## src/rtl/mux_arb_pkg.sv

```systemverilog
// Shared types and constants for the round-robin mux arbiter.
// Holds the lock-state enum, default sizes and the pointer wrap helper.
package mux_arb_pkg;

    typedef enum logic {ARB_IDLE, ARB_LOCKED} arb_state_e;

    localparam int unsigned DEF_BIT_WIDTH  = 16;
    localparam int unsigned DEF_NUM_INPUTS = 6;
    localparam int unsigned DEF_SEL_WIDTH  = 3;

    // Next round-robin start index: idx + 1, wrapping to 0 past n - 1.
    function automatic int unsigned wrap_inc(input int unsigned idx, input int unsigned n);
        return (idx + 32'd1 >= n) ? 32'd0 : idx + 32'd1;
    endfunction

endpackage

```

## src/rtl/mux_arb_rr_pick.sv

```systemverilog
// Combinational rotate-priority encoder: first valid index at or after i_ptr,
// wrapping from NUM_INPUTS-1 back to 0.
module mux_arb_rr_pick
    import mux_arb_pkg::*;
#(
    parameter int unsigned NUM_INPUTS = DEF_NUM_INPUTS,
    parameter int unsigned SEL_WIDTH  = DEF_SEL_WIDTH
) (
    input  logic [NUM_INPUTS-1:0] i_valid,
    input  logic [SEL_WIDTH-1:0]  i_ptr,
    output logic [SEL_WIDTH-1:0]  o_winner,
    output logic [NUM_INPUTS-1:0] o_grant,
    output logic                  o_any_valid
);

    int unsigned          w_idx;
    logic [SEL_WIDTH-1:0] w_sel;

    always_comb begin
        o_winner    = '0;
        o_grant     = '0;
        o_any_valid = 1'b0;
        w_idx       = 32'd0;
        w_sel       = '0;
        for (int unsigned off = 0; off < NUM_INPUTS; off++) begin
            w_idx = 32'(i_ptr) + off;
            if (w_idx >= NUM_INPUTS) begin
                w_idx = w_idx - NUM_INPUTS;
            end
            w_sel = SEL_WIDTH'(w_idx);
            if (!o_any_valid && i_valid[w_sel]) begin
                o_any_valid    = 1'b1;
                o_winner       = w_sel;
                o_grant[w_sel] = 1'b1;
            end
        end
    end

endmodule

```

## src/rtl/mux_rr_arbiter.sv

```systemverilog
// Round-robin arbiter feeding one registered NUM_INPUTS:1 mux output stage.
// Define MUX_ARB_LOCK_EN to hold the grant on a requester until its i_req_last beat.
module mux_rr_arbiter
    import mux_arb_pkg::*;
#(
    parameter int unsigned BIT_WIDTH  = DEF_BIT_WIDTH,
    parameter int unsigned NUM_INPUTS = DEF_NUM_INPUTS,
    parameter int unsigned SEL_WIDTH  = DEF_SEL_WIDTH
) (
    input  logic                            clk,
    input  logic                            rst_n,
    input  logic [NUM_INPUTS-1:0]           i_req_valid,
    input  logic [NUM_INPUTS*BIT_WIDTH-1:0] i_req_data,
    input  logic [NUM_INPUTS-1:0]           i_req_last,
    output logic [NUM_INPUTS-1:0]           o_req_ready,
    output logic                            o_valid,
    output logic [BIT_WIDTH-1:0]            o_data,
    output logic [SEL_WIDTH-1:0]            o_sel,
    input  logic                            i_ready
);

    logic                  r_valid;
    logic [BIT_WIDTH-1:0]  r_data;
    logic [SEL_WIDTH-1:0]  r_sel;
    logic [SEL_WIDTH-1:0]  r_ptr;

    logic [NUM_INPUTS-1:0] w_pick_valid;
    logic [NUM_INPUTS-1:0] w_grant;
    logic [SEL_WIDTH-1:0]  w_winner;
    logic                  w_any;
    logic                  w_free;
    logic                  w_xfer;
    logic [BIT_WIDTH-1:0]  w_mux_data;

    assign w_free = !r_valid || i_ready;
    assign w_xfer = rst_n && w_free && w_any;

`ifdef MUX_ARB_LOCK_EN
    arb_state_e            r_state;
    arb_state_e            w_state_next;
    logic [SEL_WIDTH-1:0]  r_lock_idx;
    logic [SEL_WIDTH-1:0]  w_lock_idx_next;
    logic [NUM_INPUTS-1:0] w_lock_mask;

    // While locked, only the lock owner is visible to the encoder.
    always_comb begin
        w_lock_mask             = '0;
        w_lock_mask[r_lock_idx] = 1'b1;
        w_pick_valid = (r_state == ARB_LOCKED) ? (i_req_valid & w_lock_mask) : i_req_valid;
    end

    always_comb begin
        w_state_next    = r_state;
        w_lock_idx_next = r_lock_idx;
        if (w_xfer) begin
            case (r_state)
                ARB_IDLE: begin
                    if (!i_req_last[w_winner]) begin
                        w_state_next    = ARB_LOCKED;
                        w_lock_idx_next = w_winner;
                    end
                end
                ARB_LOCKED: begin
                    if (i_req_last[w_winner]) begin
                        w_state_next = ARB_IDLE;
                    end
                end
                default: w_state_next = ARB_IDLE;
            endcase
        end
    end

    always_ff @(posedge clk) begin
        if (!rst_n) begin
            r_state    <= ARB_IDLE;
            r_lock_idx <= '0;
        end else begin
            r_state    <= w_state_next;
            r_lock_idx <= w_lock_idx_next;
        end
    end
`else
    logic w_unused_last;
    assign w_unused_last = ^i_req_last;
    assign w_pick_valid  = i_req_valid;
`endif

    mux_arb_rr_pick #(
        .NUM_INPUTS (NUM_INPUTS),
        .SEL_WIDTH  (SEL_WIDTH)
    ) u_pick (
        .i_valid     (w_pick_valid),
        .i_ptr       (r_ptr),
        .o_winner    (w_winner),
        .o_grant     (w_grant),
        .o_any_valid (w_any)
    );

    always_comb begin
        w_mux_data = '0;
        for (int unsigned i = 0; i < NUM_INPUTS; i++) begin
            if (w_winner == SEL_WIDTH'(i)) begin
                w_mux_data = i_req_data[i*BIT_WIDTH +: BIT_WIDTH];
            end
        end
    end

    assign o_req_ready = (rst_n && w_free) ? w_grant : '0;

    always_ff @(posedge clk) begin
        if (!rst_n) begin
            r_valid <= 1'b0;
            r_data  <= '0;
            r_sel   <= '0;
            r_ptr   <= '0;
        end else if (w_free) begin
            if (w_any) begin
                r_valid <= 1'b1;
                r_data  <= w_mux_data;
                r_sel   <= w_winner;
                r_ptr   <= SEL_WIDTH'(wrap_inc(32'(w_winner), NUM_INPUTS));
            end else begin
                r_valid <= 1'b0;
            end
        end
    end

    assign o_valid = r_valid;
    assign o_data  = r_data;
    assign o_sel   = r_sel;

endmodule

```

## config.mk

```make
export PLATFORM = sky130hd
export DESIGN_NAME = mux_rr_arbiter
export DESIGN_NICKNAME = d
export VERILOG_FILES = /design/src/rtl/mux_arb_pkg.sv /design/src/rtl/mux_arb_rr_pick.sv /design/src/rtl/mux_rr_arbiter.sv
export SDC_FILE = /design/constraint.sdc
export NUM_CORES = 1
export LEC_CHECK = 0
export ABC_AREA = 1
export CAP_MARGIN = 10
export CELL_PAD_IN_SITES_DETAIL_PLACEMENT = 0
export CELL_PAD_IN_SITES_GLOBAL_PLACEMENT = 2
export CORE_MARGIN = 2
export CORE_UTILIZATION = 21
export CTS_BUF_LIST = sky130_fd_sc_hd__clkbuf_4 sky130_fd_sc_hd__clkbuf_8
export CTS_CLUSTER_SIZE = 30
export DETAILED_ROUTE_END_ITERATION = 10
export GPL_TIMING_DRIVEN = 0
export PLACE_DENSITY_LB_ADDON = 0.3
export SKIP_CTS_REPAIR_TIMING = 1
export SLEW_MARGIN = 20
export SYNTH_ARGS = -nofsm -noshare
export SYNTH_HDL_FRONTEND = slang
export SYNTH_HIERARCHICAL = 1
export SYNTH_SLANG_ARGS = --single-unit
```

## constraint.sdc

```tcl
create_clock -name clk -period 5.7 [get_ports clk]
set_input_delay 1.14 -clock clk [delete_from_list [all_inputs] [get_ports clk]]
set_output_delay 1.14 -clock clk [all_outputs]
set_load 0.02 [all_outputs]
```

== Word level (Yosys, flattened, before mapping) ==
Index checks and enable logic that the tools add are counted.
Storage, ports and cells
  word-level logic and storage cells: 123
  input bits: 111
  output and inout bits: 26
  bits in registers: 23
Operators by class
  multiplexer cells: 57
  order comparisons: 19
  add/subtract/negate cells: 12
  reductions and logical operators: 21
  eq/ne operators: 5
  bitwise operators: 5
Operators with widths (count)
  16-bit 2-to-1 mux: 6
  6-bit 2-to-1 mux: 7
  3-bit 2-to-1 mux: 13
  6-bit bitwise OR: 5
  4-bit by 3-bit greater-or-equal comparator with 1-bit output (second input constant): 6
  3-bit by 4-bit less-than comparator with 1-bit output (second input constant): 6
  1-bit 2-to-1 mux: 19
  1-bit binary-select mux with 3-bit select: 6
  1-bit demux with 3-bit select: 6
  3-bit by 1-bit greater-or-equal comparator with 1-bit output (second input constant): 6
  3-bit subtractor (second input constant): 6
  1-bit logical AND: 12
  3-bit by 1-bit adder with 4-bit output (second input constant): 2
  3-bit by 2-bit adder with 4-bit output (second input constant): 2
  3-bit by 3-bit adder with 4-bit output (second input constant): 2
  3-bit by 2-bit equality test with 1-bit output (second input constant): 2
  3-bit equality test (second input constant): 2
  1-bit logical NOT: 6
  3-bit by 1-bit equality test with 1-bit output (second input constant): 1
  3-bit greater-or-equal comparator (second input constant): 1
  3-bit logical NOT: 1
  2-bit AND reduction: 1
  1-bit logical OR: 1

== Depth between registers and ports, before layout ==
Gate-level depths: netlist of the first run.
  depth after elaboration: 27
  gate-level depth with buffers: 32

== Cells and area by module ==
The synthesis of the first run kept the hierarchy.
Modules (own cells, without submodules)
  mux_rr_arbiter: seq. area each 460.4 sq um, instances 1, cells each 419, area each 2177.1 sq um
  mux_arb_rr_pick: seq. area each 0.0 sq um, instances 1, cells each 241, area each 1336.3 sq um

== Worst setup path after synthesis of the first run ==
Ideal clock, no wire load.
  path type: register -> register
  start point: register r_ptr[0]
  end point: register r_data[11], in the netlist o_data[11]
  arrival time: 3.895 ns
  buffers on the path: 5
  library setup time: 0.071 ns
  setup slack: 1.734 ns
  stages on the path, launching flop included: 30
  data required time: 5.629 ns
  cell sequence: dfxtp_1 -> buf_6 -> inv_2 -> buf_6 -> clkbuf_8 -> ha_1 -> inv_2 -> nand3_1 -> nand2_1 -> inv_1 -> nand2_1 -> nand2_2 -> nand3_2 -> nand3_4 -> nor2_8 -> nand4_4 -> nor2_8 -> nand2_1 -> nand4_1 -> inv_2 -> buf_4 -> ha_1 -> inv_1 -> clkbuf_1 -> nor2_1 -> nor2_1 -> nand2_1 -> nand2_1 -> nand2_1 -> a21oi_2
On the way
  word-level cells in the longest chain between the ends: 27
  elaborated cells between the ends (all ways): 70
Ends and longest elaborated chain
  from (decl): line mux_rr_arbiter.sv:25  | logic [SEL_WIDTH-1:0] r_ptr;
  from (signal assigned): line mux_rr_arbiter.sv:121  | r_ptr <= SEL_WIDTH'(wrap_inc(32'(w_winner), NUM_INPUTS));
  branches (longest 19 deep; another with 3-bit by 1-bit adder with 4-bit output)
  3-bit 2-to-1 mux (*): line mux_arb_rr_pick.sv:31  | if (!o_any_valid && i_valid[w_sel]) begin
  net w_winner[2]: line mux_rr_arbiter.sv:29  | logic [SEL_WIDTH-1:0] w_winner;
  3-bit logical NOT: line mux_rr_arbiter.sv:102  | if (w_winner == SEL_WIDTH'(i)) begin
  16-bit 2-to-1 mux (5 in series): line mux_rr_arbiter.sv:102
  16-bit 2-to-1 mux (*): line mux_rr_arbiter.sv:102
  to (signal assigned): line mux_rr_arbiter.sv:119  | r_data <= w_mux_data;
  to (decl): line mux_rr_arbiter.sv:23  | logic [BIT_WIDTH-1:0] r_data;
Mark *: on every way through the listed nets, which the timed path passes. The select of a mux whose other input is x is not followed.
A chain may end at the register's enable or synchronous reset.

== Worst setup path in the final report of the first run ==
  start point: register r_ptr[0]
  end point: output port o_req_ready[2]
On the way
  word-level cells in the longest chain between the ends: 21
  elaborated cells between the ends (all ways): 92
Ends and longest elaborated chain
  branches (longest 19 deep; another with 3-bit by 1-bit adder with 4-bit output)
  6-bit 2-to-1 mux (*): line mux_arb_rr_pick.sv:31
  net w_grant[2]: line mux_rr_arbiter.sv:28  | logic [NUM_INPUTS-1:0] w_grant;
  6-bit 2-to-1 mux (*): line mux_rr_arbiter.sv:108  | assign o_req_ready = (rst_n && w_free) ? w_grant : '0;
  to (decl): line mux_rr_arbiter.sv:15  | output logic [NUM_INPUTS-1:0] o_req_ready,
Marked as above.

==> run metrics, run 1 <==
Worst Path Arrival=3.98 ns; core area=around 16000 um^2; commonest non-fill, non-tap cell in the layout=nand2_1; DRC viols=0; fin. max-slew vios=0; Crit path max-delay family=buffers and inverters; outcome=finished, final reports clean; Worst Tran Pin Value=0.749 ns; Root Buffer=clkbuf_8; Worst-Skew Late Latency=about 0.27 ns; average vias per placed instance=4.26; TritonCTS buffer count=3; Yosys warning count=6; Vias=between 4k and 5k; largest cells by area after synthesis=nand2_1, dfxtp_1, nor2_1, nand3_1, inv_1; Final Cell Area=about 5100 um^2; crit path time final=about 5 ns; CTS Buffer Depth=2; largest net degree at the start of global routing=13; fmax=~200 MHz; slowest CP cell=clkdlybuf4s50_1; most frequent cells in the layout=nand2_1, clkdlybuf4s50_1, nor2_1; Post-Route Utilization=between 30% and 40%; grt total ovfl=0; clock sinks=23; Syn Nets=about 780; Starting DRT DRC Count=199; final hold violation count=0; ANT nets after route=0; die height=133 um; Startpoint Class=flop; wire per inst=13.2 um; first-pass GRT wire length=21500 um; Distinct cells, synth=38; P&R area growth vs syn=46.3%; WP buf/inv=8; relative slew slack=roughly 50%; HPWL Detailed=approximately 12000 um; Main synth FF type=dfxtp_1; drt first pass iters=4; Starting Density=a little over a fifth; largest area contributor in the netlist=nand2_1; Tcrit/Tclk final=about 90%; WP data required=~4.6 ns; die footprint=between 15000 and 20000 um^2; Hold WC Path Type=reg2reg; EDFF count, synth=0; Final nets=between 900 and 1k; CTS H-tree depth=1; Die Wd=between 100 and 150 um; Rows=47; CP peak stage delay=a little over 0.6 ns; Netlist Area Pre-Place=roughly 3500 um^2; Final Skew=~0.0041 ns; CP Capture Type=output pin; sequential area share after synthesis=about an eighth; max_cap viols=0; worst-path cell chain=buf_6, inv_2, buf_6, clkbuf_8, ha_1, inv_2, nand3_1, nand2_1, inv_1, nand2_1, nand2_2, nand3_2, nand3_4, nor2_8, nand2_4, nor2_2, nand3_1, nand2_1, nand2_1, nand2_1, inv_1, nor2_1, clkdlybuf4s50_1; CTS clk-pin slew, worst paths=approximately 0.080 ns; number of global-route vias before repair=about 4.3k; post-synth top area share=between 20% and 30%; Worst Path Max Fanout=10; # fillers=about 1.9k; final setup violating endpoints=0; setup TNS=0 ns; Post-Syn Instances=660; initial antenna violation count=0; syn_area_per_cell=5.32 um^2; GRT Overall Usage=between 10 and 15%; # port buffers=between 100 and 150; critical path class=reg2out; Routed WL=~13000 um; layout cell share with drive strength beyond 1=between 10% and 20%; dpl cell area=about 5000 um^2; CTS tree=built; I/O pin cnt=roughly 140; FFs w/ async S/R, synth=0%; unrepaired setup endpoints after global routing=no; Crit path top cell by count=nand2_1; Placer Congestion=roughly 0.88; Seq cells post-synth=23
## layer usage
layer / GRT usage [%] / share of wire [%] / vias up
met1: 18.7 / 45 / 1887
met3: 3.08 / 6.1 / 21
li1: - / - / 2300
met4: 4.14 / 2.6 / 0
met5: 0 / 0 / -
met2: 25.9 / 47 / 117
## registers in the layout, indices dropped and copies added (netlist names)
register and count:
o_data 16, o_valid 1, r_ptr 3, o_sel 3
## layout make-up
class | count | area (um^2) | share of cell area [%]
diodes | 1 | 2.50 | 0.0487
plain buffers | 27 | 176 | 3.43
clock buffers | 4 | 48.8 | 0.949
inverters | 85 | 319 | 6.21
multi-input cells | 525 | 2560 | 49.7
flip-flops and latches | 23 | 460 | 8.96
well taps | 220 | 275 | 5.35
repair buffers | 130 | 1300 | 25.3
## path summary, 6_finish.rpt
kind	cells past startpoint	slack [ns]	startpoint	to
setup / recovery	23	0.58	r_ptr[0]$_SDFFE_PN0P_	o_req_ready[2]
hold / removal	2	0.47	o_data[15]$_SDFFE_PN0P_	o_data[15]$_SDFFE_PN0P_
setup reg to reg	29	0.86	r_ptr[0]$_SDFFE_PN0P_	o_data[12]$_SDFFE_PN0P_
hold reg to reg	2	0.47	o_data[15]$_SDFFE_PN0P_	o_data[15]$_SDFFE_PN0P_
## worst reg2reg max path: cells and delay by family, from the launching register on
family | cells | cell delay, ns
AND/OR/NAND/NOR | 16 | 1.88
buffers and inverters | 10 | 1.67
flip-flops | 1 | 0.49
adder cells (fa/ha/maj) | 2 | 0.62
AO/OA/AOI/OAI | 1 | 0.11
## synth_stat cells, drive strengths merged, types with 2 or more instances
| master | n |
|---|---|
| nand2 | 274 |
| nor2 | 102 |
| inv | 84 |
| nand3 | 73 |
| a21oi | 25 |
| dfxtp | 23 |
| buf | 21 |
| o21ai | 18 |
| ha | 12 |
| nand4 | 10 |
| clkbuf | 6 |
| o21a | 3 |
| nor3 | 2 |
| xor2 | 2 |
## cell families after synthesis
kind of cell,Yosys count,synth area share [%]
compound gates,49,9.01
fa+ha+maj,12,4.27
flops,23,13.1
simple gates,462,58.8
xor+xnor,2,0.712
buf+inv,112,14.1
## per-stage QoR
stage | instances | hold slack (ns) | setup WS (ns)
after global placement | 1010 | 0.462 | 0.695
final | 1015 | 0.473 | 0.584
after detailed placement | 1010 | 0.460 | 0.679
after CTS | 1014 | 0.475 | 0.562
after floorplan | 660 | 0.545 | 1.73
after global routing | 1014 | 0.498 | 0.255
Power of run 1 is left out: the tool's default activity adds up to more than one toggle a clock period on the data nets, which glitch-free logic cannot reach.
==> run 2: changes to the inputs <==
CTS_BUF_LIST = default   (was sky130_fd_sc_hd__clkbuf_4 sky130_fd_sc_hd__clkbuf_8)
==> run 2 against run 1 <==
Compared with the run above:
- cell count stayed put
- highest routed layer unchanged
- maximum frequency is 0.33% higher
- clock-buffer cell count stayed put
==> run metrics, run 2 (synthesis results as in run 1) <==
Starting DRT DRC Count=200; r2r setup slk=roughly 0.86 ns; CTS tree=built; die footprint=17800 um^2; CP Capture Type=output pin; unrepaired setup endpoints after global routing=no; Startpoint Class=flop; wire per inst=13.2 um; most frequent cells in the layout=nand2_1, clkdlybuf4s50_1, nor2_1; Vias=~4.3k; core area=around 16000 um^2; CTS Buffer Depth=2; TritonCTS buffer count=3; Worst Tran Pin Value=0.742 ns; final setup violating endpoints=0; WP data required=between 4 and 5 ns; DRC viols=0; slowest CP cell=clkdlybuf4s50_1; Worst path depth=23; Die Wd=approximately 130 um; register area=460 um^2; number of global-route vias before repair=between 4k and 5k; Critical path origin=r_ptr[0]$_SDFFE_PN0P_; WP buf/inv=8; Worst Path Arrival=slightly below 4 ns; setup TNS=0 ns; CP peak stage delay=0.61 ns; GRT Overall Usage=between 10% and 20%; P&R area growth vs syn=47.2%; max reg flops=16; R2R Path Start=r_ptr[0]$_SDFFE_PN0P_; largest net degree at the start of global routing=13; commonest non-fill, non-tap cell in the layout=nand2_1; Final nets=just over 900; Routed WL=13400 um; worst-path cell chain=buf_6, inv_2, buf_6, clkbuf_8, ha_1, inv_2, nand3_1, nand2_1, inv_1, nand2_1, nand2_2, nand3_2, nand3_4, nor2_8, nand2_4, nor2_2, nand3_1, nand2_1, nand2_1, nand2_1, inv_1, nor2_1, clkdlybuf4s50_1; outcome=finished, final reports clean; capture point of the worst reg-to-reg path=o_data[12]$_SDFFE_PN0P_; die height=roughly 130 um; fin. max-slew vios=0; Starting Density=between 20% and 30%; HPWL Detailed=11700 um; I/O pin cnt=137; max_cap viols=0; fmax=196 MHz; Crit path max-delay family=buffers and inverters; first-pass GRT wire length=about 22000 um; Hold WC Path Type=reg2reg; Placer Congestion=roughly 0.88; Root Buffer=clkbuf_16; relative slew slack=between 50% and 60%; clock sinks=23; # port buffers=130; Worst-Skew Late Latency=0.25 ns; Worst Path Max Fanout=10; Tcrit/Tclk final=89.5%; crit path to=o_req_ready[2]; # fillers=approximately 1.9k; Multi-input gate area=2560 um^2; crit path time final=approximately 5.1 ns; drt first pass iters=4; Rows=47; initial antenna violation count=0; layout cell share with drive strength beyond 1=between 10% and 20%; average vias per placed instance=4.26; CTS H-tree depth=1; ANT nets after route=0; grt total ovfl=0; FF-to-FF path depth=29; final hold violation count=0; CTS clk-pin slew, worst paths=around 0.060 ns; Crit path top cell by count=nand2_1; critical path class=reg2out; Final Skew=0.00223 ns
[run 2: layout make-up]
class,instances,area share [%]
flip-flops and latches,23,8.90
well taps,220,5.32
inverters,85,6.17
plain buffers,27,3.41
repair buffers,130,25.2
diodes,1,0.0484
clock buffers,4,1.52
multi-input cells,525,49.5
[run 2: worst register-to-register path, delay by kind of cell (launching register included)]
kind,cells,cell delay [ns]
AOI/OAI and AO/OA,1,0.11
adders and majority gates,2,0.62
buffers and inverters,10,1.67
DFF,1,0.48
and+or+nand+nor,16,1.88
[run 2: layer usage]
layer	vias up	part of all wire (%)	track usage, %
met1	1879	45	18.7
met5	-	0	0
met4	0	2.8	4.61
met2	119	47	25.8
li1	2299	-	-
met3	23	6.1	3.08
[run 2: worst min-delay path by stage]
stage                                       start                      end  slack (ns)  depth (start not counted)
final                     o_data[15]$_SDFFE_PN0P_  o_data[15]$_SDFFE_PN0P_        0.47                          2
after global placement    o_data[15]$_SDFFE_PN0P_  o_data[15]$_SDFFE_PN0P_        0.46                          2
after CTS                 o_data[15]$_SDFFE_PN0P_  o_data[15]$_SDFFE_PN0P_        0.47                          2
after detailed placement  o_data[15]$_SDFFE_PN0P_  o_data[15]$_SDFFE_PN0P_        0.46                          2
after floorplan            o_data[0]$_SDFFE_PN0P_   o_data[0]$_SDFFE_PN0P_        0.55                          2
after global routing      o_data[13]$_SDFFE_PN0P_  o_data[13]$_SDFFE_PN0P_        0.49                          2
[run 2: metrics by stage]
step	utilization, %	cells	hold slack, ns	area, um^2	setup WS, ns
2_1_floorplan	-	660	0.545	3510	1.73
3_3_place_gp	30.9	1010	0.462	5090	0.695
3_5_place_dp	30.9	1010	0.460	5090	0.679
4_1_cts	31.4	1014	0.471	5170	0.585
5_1_grt	31.4	1014	0.494	5170	0.279
6_report	31.4	1015	0.473	5170	0.601
Power of run 2 is left out for the same reason.
